## src/rtl/mag_compare_sequencer.sv

```systemverilog
// Multi-byte magnitude comparator that walks operands MSB-first through a shared
// external 8-bit comparator, stopping at the first differing byte.
module mag_compare_sequencer #(
    parameter int NBYTES = 4
) (
    input  logic                  clk,
    input  logic                  clr_n,
    input  logic                  start,
    input  logic                  signed_mode,
    input  logic [8*NBYTES-1:0]   a,
    input  logic [8*NBYTES-1:0]   b,
    output logic [7:0]            cmp_p,
    output logic [7:0]            cmp_q,
    output logic                  cmp_g_n,
    input  logic                  cmp_eq_n,
    input  logic                  cmp_gt_n,
    output logic                  busy,
    output logic                  done,
    output logic                  a_eq_b,
    output logic                  a_gt_b,
    output logic                  a_lt_b,
    output logic [3:0]            ncmp
);

    typedef enum logic [1:0] {
        IDLE,
        COMPARE,
        DONE
    } state_t;

    localparam logic [2:0] MSB_IDX = 3'(NBYTES - 1);

    state_t                    state;
    state_t                    state_next;
    logic [NBYTES-1:0][7:0]    a_q;
    logic [NBYTES-1:0][7:0]    b_q;
    logic                      signed_q;
    logic [2:0]                idx;
    logic                      accept;
    logic [7:0]                p_byte;
    logic [7:0]                q_byte;

    always_comb begin
        state_next = state;
        accept     = 1'b0;
        case (state)
            IDLE, DONE: begin
                if (start) begin
                    state_next = COMPARE;
                    accept     = 1'b1;
                end else begin
                    state_next = IDLE;
                end
            end
            COMPARE: begin
                if (cmp_eq_n || (idx == 3'd0)) begin
                    state_next = DONE;
                end
            end
            default: state_next = IDLE;
        endcase
    end

    // Byte select; in signed mode the MSB sign bits are flipped so an unsigned
    // byte compare orders two's-complement values correctly.
    always_comb begin
        p_byte = 8'h00;
        q_byte = 8'h00;
        for (int i = 0; i < NBYTES; i++) begin
            if (idx == 3'(i)) begin
                p_byte = a_q[i];
                q_byte = b_q[i];
            end
        end
        if (signed_q && (idx == MSB_IDX)) begin
            p_byte[7] = ~p_byte[7];
            q_byte[7] = ~q_byte[7];
        end
    end

    assign busy    = (state == COMPARE);
    assign done    = (state == DONE);
    assign cmp_g_n = ~busy;
    assign cmp_p   = busy ? p_byte : 8'h00;
    assign cmp_q   = busy ? q_byte : 8'h00;

    always_ff @(posedge clk or negedge clr_n) begin
        if (!clr_n) begin
            state    <= IDLE;
            a_q      <= '0;
            b_q      <= '0;
            signed_q <= 1'b0;
            idx      <= 3'd0;
            a_eq_b   <= 1'b0;
            a_gt_b   <= 1'b0;
            a_lt_b   <= 1'b0;
            ncmp     <= 4'd0;
        end else begin
            state <= state_next;
            if (accept) begin
                a_q      <= a;
                b_q      <= b;
                signed_q <= signed_mode;
                idx      <= MSB_IDX;
                a_eq_b   <= 1'b0;
                a_gt_b   <= 1'b0;
                a_lt_b   <= 1'b0;
                ncmp     <= 4'd0;
            end else if (state == COMPARE) begin
                ncmp <= ncmp + 4'd1;
                // eq_n has priority, so an illegal both-low response reads as equal
                if (cmp_eq_n) begin
                    a_gt_b <= ~cmp_gt_n;
                    a_lt_b <= cmp_gt_n;
                end else if (idx != 3'd0) begin
                    idx <= idx - 3'd1;
                end else begin
                    a_eq_b <= 1'b1;
                end
            end
        end
    end

endmodule

```

## config.mk

```make
export PLATFORM = sky130hd
export DESIGN_NAME = mag_compare_sequencer
export DESIGN_NICKNAME = d
export VERILOG_FILES = /design/src/rtl/mag_compare_sequencer.sv
export SDC_FILE = /design/constraint.sdc
export NUM_CORES = 1
export LEC_CHECK = 0
export BUFFER_PORTS_ARGS = -buffer_cell sky130_fd_sc_hd__buf_4
export CAP_MARGIN = 20
export CORE_MARGIN = 4
export CORE_UTILIZATION = 25
export CTS_CLUSTER_DIAMETER = 60
export DETAILED_ROUTE_END_ITERATION = 16
export GPL_TIMING_DRIVEN = 0
export SYNTH_ARGS = -nofsm -noshare
export SYNTH_HDL_FRONTEND = slang
export SYNTH_SLANG_ARGS = --single-unit
export TNS_END_PERCENT = 100
```

## constraint.sdc

```tcl
create_clock -name clk -period 2.41 [get_ports clk]
set_clock_uncertainty 0.15 [all_clocks]
set_input_delay 0.241 -clock clk [delete_from_list [all_inputs] [get_ports clk]]
set_output_delay 0.241 -clock clk [all_outputs]
set_load 0.02 [all_outputs]
```

* Yosys cells after proc, flatten, opt, wreduce, memory -nomap -nowiden *
Index checks and enable logic that the tools add are counted.
W data, S select, Z words.

storage, ports and cells
  bits in registers = 77
  input bits = 70
  output and inout port bits = 26
  word-level logic and storage cells = 74

operators by class
  add/subtract/negate cells = 2
  equality and inequality tests = 8
  muxes and demuxes = 33
  bitwise gates (word level) = 4
  reduce and logical (&&, ||, !) cells = 12

operators with widths
  kind                   count
  $mux W8                10
  $mux W1                15
  $mux W3                4
  $mux W4                2
  $eq A3 B2 Y1 const B   2
  $reduce_and A3 Y1      2
  $reduce_bool A2 Y1     3
  $add A4 B1 Y4 const B  1
  $ne A2 B1 Y1 const B   2
  $not A1 Y1             4
  $pmux W2 S2            1
  $eq A3 B1 Y1 const B   1
  $logic_not A3 Y1       1
  $reduce_bool A3 Y1     1
  $sub A3 B1 Y3 const B  1
  $eq A2 B1 Y1 const B   1
  $eq A2 B2 Y1 const B   1
  $logic_not A2 Y1       1
  $mux W2                1
  $ne A2 B2 Y1 const B   1
  $reduce_and A2 Y1      1
  $reduce_or A2 Y1       1
  $logic_and A1 B1 Y1    1
  $logic_or A1 B1 Y1     1

* Logic depth before layout (Yosys ltp) *
Gate-level depths: netlist (run 1).

  depth after elaboration = 8
  gate-level depth with buffers = 7
  mapped depth without buffers = 5

* Worst setup path before layout (run 1) *
OpenSTA, ideal clock, no wires.

  kind = reg2out
  start = register idx[0]
  end = output port cmp_p[7]
  arrival time = 1.665 ns
  required time = 2.019 ns
  slack = 0.354 ns
  stages on the path, launching flop included = 7
  buffers on the path = 1
  path through = dfrtp_1 inv_1 ha_1 buf_4 a21oi_1 a2111o_1 a21oi_1

on the way
  word-level cells in the longest chain between the ends = 8
  elaborated cells between the ends (all ways) = 12
  classes of those cells = eq/ne: 3; mux: 6; bitwise: 1; reduce/logical: 2

ends and longest elaborated chain
  item                      line  source
  start: declaration        38    logic [2:0] idx;
  start signal: assignment  116   idx <= idx - 3'd1;
  $logic_not A3 Y1          70    if (idx == 3'(i)) begin
  $mux W8 (4 in a row)      70
  $not A1 Y1                76    p_byte[7] = ~p_byte[7];
  $mux W1 (*)               75    if (signed_q && (idx == MSB_IDX)) begin
  $mux W8 (*)               84    assign cmp_p = busy ? p_byte : 8'h00;
  end: declaration          12    output logic [7:0] cmp_p,

Mark *: on every way between the ends. The rest lies on a longest branch, timed or not.

* Worst setup path after layout (run 1) *
  start = register idx[1]
  end = output port cmp_p[7]

Same word-level chain as after synthesis.

==> results of run 1 <==
-- area by class of cell --
| class | count | area [sq um] | share of cell area |
|---|---|---|---|
| Clock buffer | 15 | 268 | 0.0467 |
| Sequential cell | 77 | 1930 | 0.337 |
| Clock inverter | 1 | 5.00 | 0.000873 |
| Buffer | 27 | 179 | 0.0312 |
| Multi-Input combinational cell | 325 | 1620 | 0.283 |
| Tap cell | 180 | 225 | 0.0393 |
| Inverter | 4 | 20.0 | 0.00349 |
| Timing Repair Buffer | 173 | 1480 | 0.259 |
-- cells in the final DEF (no fill, tap or decap), drive strengths merged --
cell and n:
inv 4, a31oi 2, nand2b 18, nand4 1
nand3b 4, and3 1, nand2 217, dlygate4sd3 66
o21ai 20, nor3 1, a32o 14, buf 126
nand3 5, ha 6, a21oi 19, clkbuf 23
dfrtp 77, clkinv 1, nor2b 5, a41o 1
nor3b 1, mux2i 2, a2111o 2, xor2 1
a211oi 1, nor2 4
-- through the flow --
stage	setup slack, ps	total power, mW	setup TNS (ps)
final	39.6	5.98	0
after global routing	-36.6	6.43	-73.6
after CTS	3.74	5.89	0
after detailed placement	88.3	4.36	0
after global placement	161	4.30	0
after floorplan	354	3.46	0
-- layer usage --
metal  up-vias  wire, um
met1      1683      5190
met4         0       197
met2        85      5700
met5         -         0
li1       1774         -
met3        18       516
-- worst max-delay path by stage --
stage / start / endpoint / slack, ps / cells after the start
after CTS: idx[0]$_DFFE_PN0P_ / cmp_q[7] / 4 / 7
final: idx[1]$_DFFE_PN0P_ / cmp_p[7] / 40 / 7
after floorplan: idx[0]$_DFFE_PN0P_ / cmp_p[7] / 350 / 6
after detailed placement: idx[0]$_DFFE_PN0P_ / cmp_q[5] / 90 / 8
after global placement: idx[0]$_DFFE_PN0P_ / cmp_q[5] / 160 / 8
after global routing: idx[0]$_DFFE_PN0P_ / cmp_p[7] / -40 / 7
-- power groups by stage --
stage          Clock [mW]  Combinational, mW  Sequential [mW]
2_1_floorplan           0               1.47             1.99
3_3_place_gp            0               2.28             2.03
3_5_place_dp            0               2.33             2.03
4_1_cts              1.29               2.57             2.03
5_1_grt              1.34               2.99             2.10
6_report             1.26               2.68             2.04
-- registers in the layout, indices dropped and copies added (netlist names) --
name and count:
a_eq_b 1, a_gt_b 1, a_lt_b 1, a_q 32, b_q 32, idx 3, ncmp 4, signed_q 1
state 2
-- logic make-up (layout without fill, tap and decap cells) --
| family | count (synthesis) | in the layout | share of synthesized area |
|---|---|---|---|
| adder cells (fa/ha/maj) | 6 | 6 | 0.0206 |
| XOR/XNOR | 1 | 1 | 0.00240 |
| flip-flops | 77 | 77 | 0.528 |
| AND/OR/NAND/NOR | 257 | 257 | 0.295 |
| AO/OA/AOI/OAI | 59 | 59 | 0.106 |
| buffers and inverters | 31 | 220 | 0.0428 |
| multiplexers | 2 | 2 | 0.00548 |
-- critical path: cells and delay by family (launching register included) --
family,cells,cell delay (ps)
buffers and inverters,3,380
AOI/OAI and AO/OA,3,640
adders and majority gates,1,170
DFF,1,450
-- what timing repair did --
| item | in CTS | in global routing |
|---|---|---|
| cloned | 0 | 0 |
| setup endpoints to repair | 16 | 14 |
| buffers inserted | 3 | 8 |
| resized for setup | 30 | 14 |
| hold buffers | 66 | 0 |
| pin swaps | 1 | 3 |
| endpoints found under the hold margin | 143 | 0 |
==> run metrics, run 1 <==
status finished with violations; failing checks negative hold slack; core area 14100 sq um; DP Area 4590 sq um; Crit-path slowest cell dfrtp_2; final std cells w/o fill 802; power per cell area 1040 nW/um^2; worst r2r path cells 6; hold slack final -10.8 ps; crit-path max FO 8; Max H-tree Level 3; post-synth top area share 0.528; via count of the first global-routing pass 3734; EDFF count, synth 0; Die Wd 129 um; grt met1 use 0.187; placed cells 708; worst min path class in -> reg; leakage power 2.89 nW; # setup viols final 0; CTS Sinks 77; relative slew slack 0.650; Starting Density 0.259; CP Capture Type output pin; drt drc 0; vias per cell 4.44; FILL cells 1440; FP Rows 43; final instance area 5730 sq um; Logic pwr share 0.448; most frequent cells after synthesis 217 x nand2_1, 77 x dfrtp_1, 20 x o21ai_0; Syn Nets 509; fin util 0.407; top post-synthesis cells by area dfrtp_1 53%, nand2_1 22%, a32o_1 3.8%; yosys warns 0; Tot GR Track Use 0.144; crit-path max cell delay 450 ps; I/O pin count 96; antenna violations before repair 0; ys async rst share 1.00; routed vias 3560; met3 usage 0.0324; Yosys reg bits 77; Setup CP Type reg -> out; Final Max Slew Viols 0; dpl hpwl 8090 um; Clock Power Share 0.211; I/O Buffers 95; sequential fraction of the synthesis area 0.528; internal power 3.67 mW; Worst-Skew Late Latency 330 ps; fin crit share 0.984; Sequential Power Share 0.342; NetSw 2.31 mW; CTS max path bufs 2; met2 usage 0.242; diodes inserted 0; cell breakdown of the critical path inv_4 -> ha_4 -> buf_8 -> a21oi_1 -> a2111o_1 -> a21oi_2 -> buf_4; layout cell share with drive strength beyond 1 0.257; gr ovfl total 0; TritonRoute pass-1 iters 4; Hold EP a_q[13]$_DFFE_PN0P_; worst-margin pin slew 524 ps; switching part of the total 0.387; Syn Area/Cell 8.43 sq um; Routed Wire Length 11600 um; hold path depth 3; Worst R2R Start state[0]$_DFFE_PN0P_; gpl congestion 0.773; Yosys cell types 27; Synth Instances 433; f_max 422 MHz; RSZ-0062 raised after global routing true; largest net degree at the start of global routing 78; die height 129 um; CTS tree yes; post-synth top area cell dfrtp_1; HP Start a[13]; top_reg_cell synth dfrtp_1; Clk pin slew, worst setup/hold paths 60 ps; grt peak-use layer met2; Final Hold Fails 1; R2R setup slack 690 ps; CP Data Required Time 2020 ps; CP arrival 1980 ps; remaining antenna violation count 0; first-pass GRT wire length 18800 um; most common cell in the netlist nand2_1; Final min period 2370 ps; Clock Tree Root clkbuf_16; CTS Buf Count 9; DR WL/cell 14.5 um; Startpoint Class flip-flop; maximum vdd ir drop 0.000367 V; initial drt markers 143; Die Area 16600 sq um; Layout area overhead 56.9%; FF-to-FF End a_q[13]$_DFFE_PN0P_; Layout Nets 693; area of the mapped netlist 3650 sq um; MaxCap Viol Count 0
No activity file was read; power rests on OpenSTA's default activity.
==> inputs of run 2 (changes only) <==
- GPL_TIMING_DRIVEN: 0 -> unset
- MAX_ROUTING_LAYER: unset -> met4
- PLACE_DENSITY: unset -> 0.49
==> run 2 against run 1 <==
Compared with the run above: the run still ends with negative hold slack left; sequential cell count unchanged; clock-buffer cell count decreased by 4; final cell count decreased by 3.2%; core utilization decreased by 0.96 points; fmax increased by 1.9%; power decreased by 4.4%; worst setup slack improved by 45 ps; combinational power decreased by 7%; global-route usage decreased by 0.46 points; sequential power about the same; routed wire length decreased by 6.4%; clock power decreased by 6%; critical endpoint is now cmp_q[7]; largest cell class unchanged.
==> run metrics, run 2 (synthesis gave the netlist of run 1 again) <==
Max H-tree Level 3; CP arrival 1930 ps; Starting Density 0.259; Layout area overhead 53.2%; CTS tree yes; dpl ws 260 ps; f_max 430 MHz; cell breakdown of the critical path buf_4 -> ha_4 -> nand3b_1 -> a2111o_1 -> a21oi_2 -> buf_4; core area 14100 sq um; most frequent cells in the layout 217 x nand2_1, 105 x buf_4, 77 x dfrtp_1, 65 x dlygate4sd3_1; routed vias 3361; FILL cells 1443; HP Start a[4]; dpl hpwl 7690 um; Clk pin slew, worst setup/hold paths 60 ps; Seq. cell area 1930 sq um; footprint of the multi-input gates 1630 sq um; MaxCap Viol Count 0; crit-path max FO 6; final instance area 5600 sq um; CTS max path bufs 2; diodes inserted 0; Clock Tree Root clkbuf_16; Crit-path slowest cell dfrtp_1; setup ws final 84.7 ps; Final Max Slew Viols 0; via count of the first global-routing pass 3475; DR WL/cell 14.0 um; worst-margin pin slew 646 ps; CP Capture Type output pin; relative slew slack 0.568; Critical Path Start idx[0]$_DFFE_PN0P_; CTS Buf Count 9; Layout Nets 669; maximum vdd ir drop 0.000394 V; CTS Sinks 77; commonest non-fill, non-tap cell in the layout nand2_1; die height 129 um; Top Registers a_q: 32 flops, b_q: 32 flops, ncmp: 4 flops; FP Rows 43; antenna violations before repair 0; I/O Buffers 95; initial drt markers 200; CP dominant cell by count buf_4; CP Data Required Time 2020 ps; failing checks negative hold slack; worst min path class in -> reg; Die Wd 129 um; Startpoint Class flip-flop; # setup viols final 0; Final Hold Fails 1; I/O pin count 96; Worst-Skew Late Latency 330 ps; hold slack final -10.3 ps; crit-path max cell delay 410 ps; vias per cell 4.33; Setup CP Type reg -> out; leakage power 2.78 nW; placed cells 694; Worst R2R Start state[0]$_DFFE_PN0P_; fin crit share 0.965; TritonRoute pass-1 iters 4; power per cell area 1020 nW/um^2; first-pass GRT wire length 17700 um; Die Area 16600 sq um; status finished with violations; Final min period 2330 ps; drt drc 0; gr ovfl total 0; DP Area 4610 sq um; gpl congestion 0.824; Routed Wire Length 10900 um; remaining antenna violation count 0; largest net degree at the start of global routing 47; final std cells w/o fill 776; layout cell share with drive strength beyond 1 0.230; Tot GR Track Use 0.140
-- run 2: worst max-delay path, delay by kind of cell, from the launching register on --
family	cells	cell delay [ps]
AOI/OAI and AO/OA	2	540
and+or+nand+nor	1	150
DFF	1	410
adders and majority gates	1	180
buffers and inverters	2	310
-- run 2: power by group --
group,switching (mW),internal (mW)
combinational,1.42,1.08
clock,0.497,0.680
sequential,0.300,1.74
total,2.21,3.50
-- run 2: final cells by class --
cell class,instances,area share
sequential,77,0.344
timing repair buffer,176,0.277
clock buffer,11,0.0416
inverter,4,0.00268
multi-input combinational,325,0.291
clock inverter,3,0.00268
tap,180,0.0403
-- run 2: per-layer routing --
metal	global-route usage	vias to the layer above	share of wire	routed length (um)
met2	0.207	64	0.46	5000
met3	0.0183	12	0.033	359
met5	-	-	0	0
met1	0.197	1569	0.49	5290
li1	-	1716	-	-
met4	0.0494	0	0.018	199
-- run 2: path summary, 6_finish.rpt --
check                                      endpoint  slack (ps)  cells past startpoint
worst max-delay path                       cmp_q[7]          80                      6
worst min register to register  b_q[16]$_DFFE_PN0P_         320                      2
max in group asynchronous        a_gt_b$_DFFE_PN0P_        1190                      3
min in group asynchronous       b_q[26]$_DFFE_PN0P_         300                      2
worst max register to register  b_q[15]$_DFFE_PN0P_         670                      4
worst min-delay path             a_q[4]$_DFFE_PN0P_         -10                      3
-- run 2: metrics by stage --
stage / utilization / TNS [ps] / total power, mW
floorplan: - / 0 / 3.46
detailed placement: 0.327 / 0 / 4.33
finish: 0.397 / 0 / 5.71
global placement: 0.327 / 0 / 4.30
CTS: 0.394 / 0 / 5.69
global route: 0.397 / -0.135 / 6.15
-- run 2: repair_timing --
| item | 4_1_cts | 5_1_grt |
|---|---|---|
| pin swaps | 0 | 1 |
| resized for setup | 5 | 12 |
| hold buffers | 65 | 0 |
| buffers inserted | 2 | 1 |
| endpoints found under the setup margin | 13 | 15 |
| hold endpoints to repair | 110 | 0 |
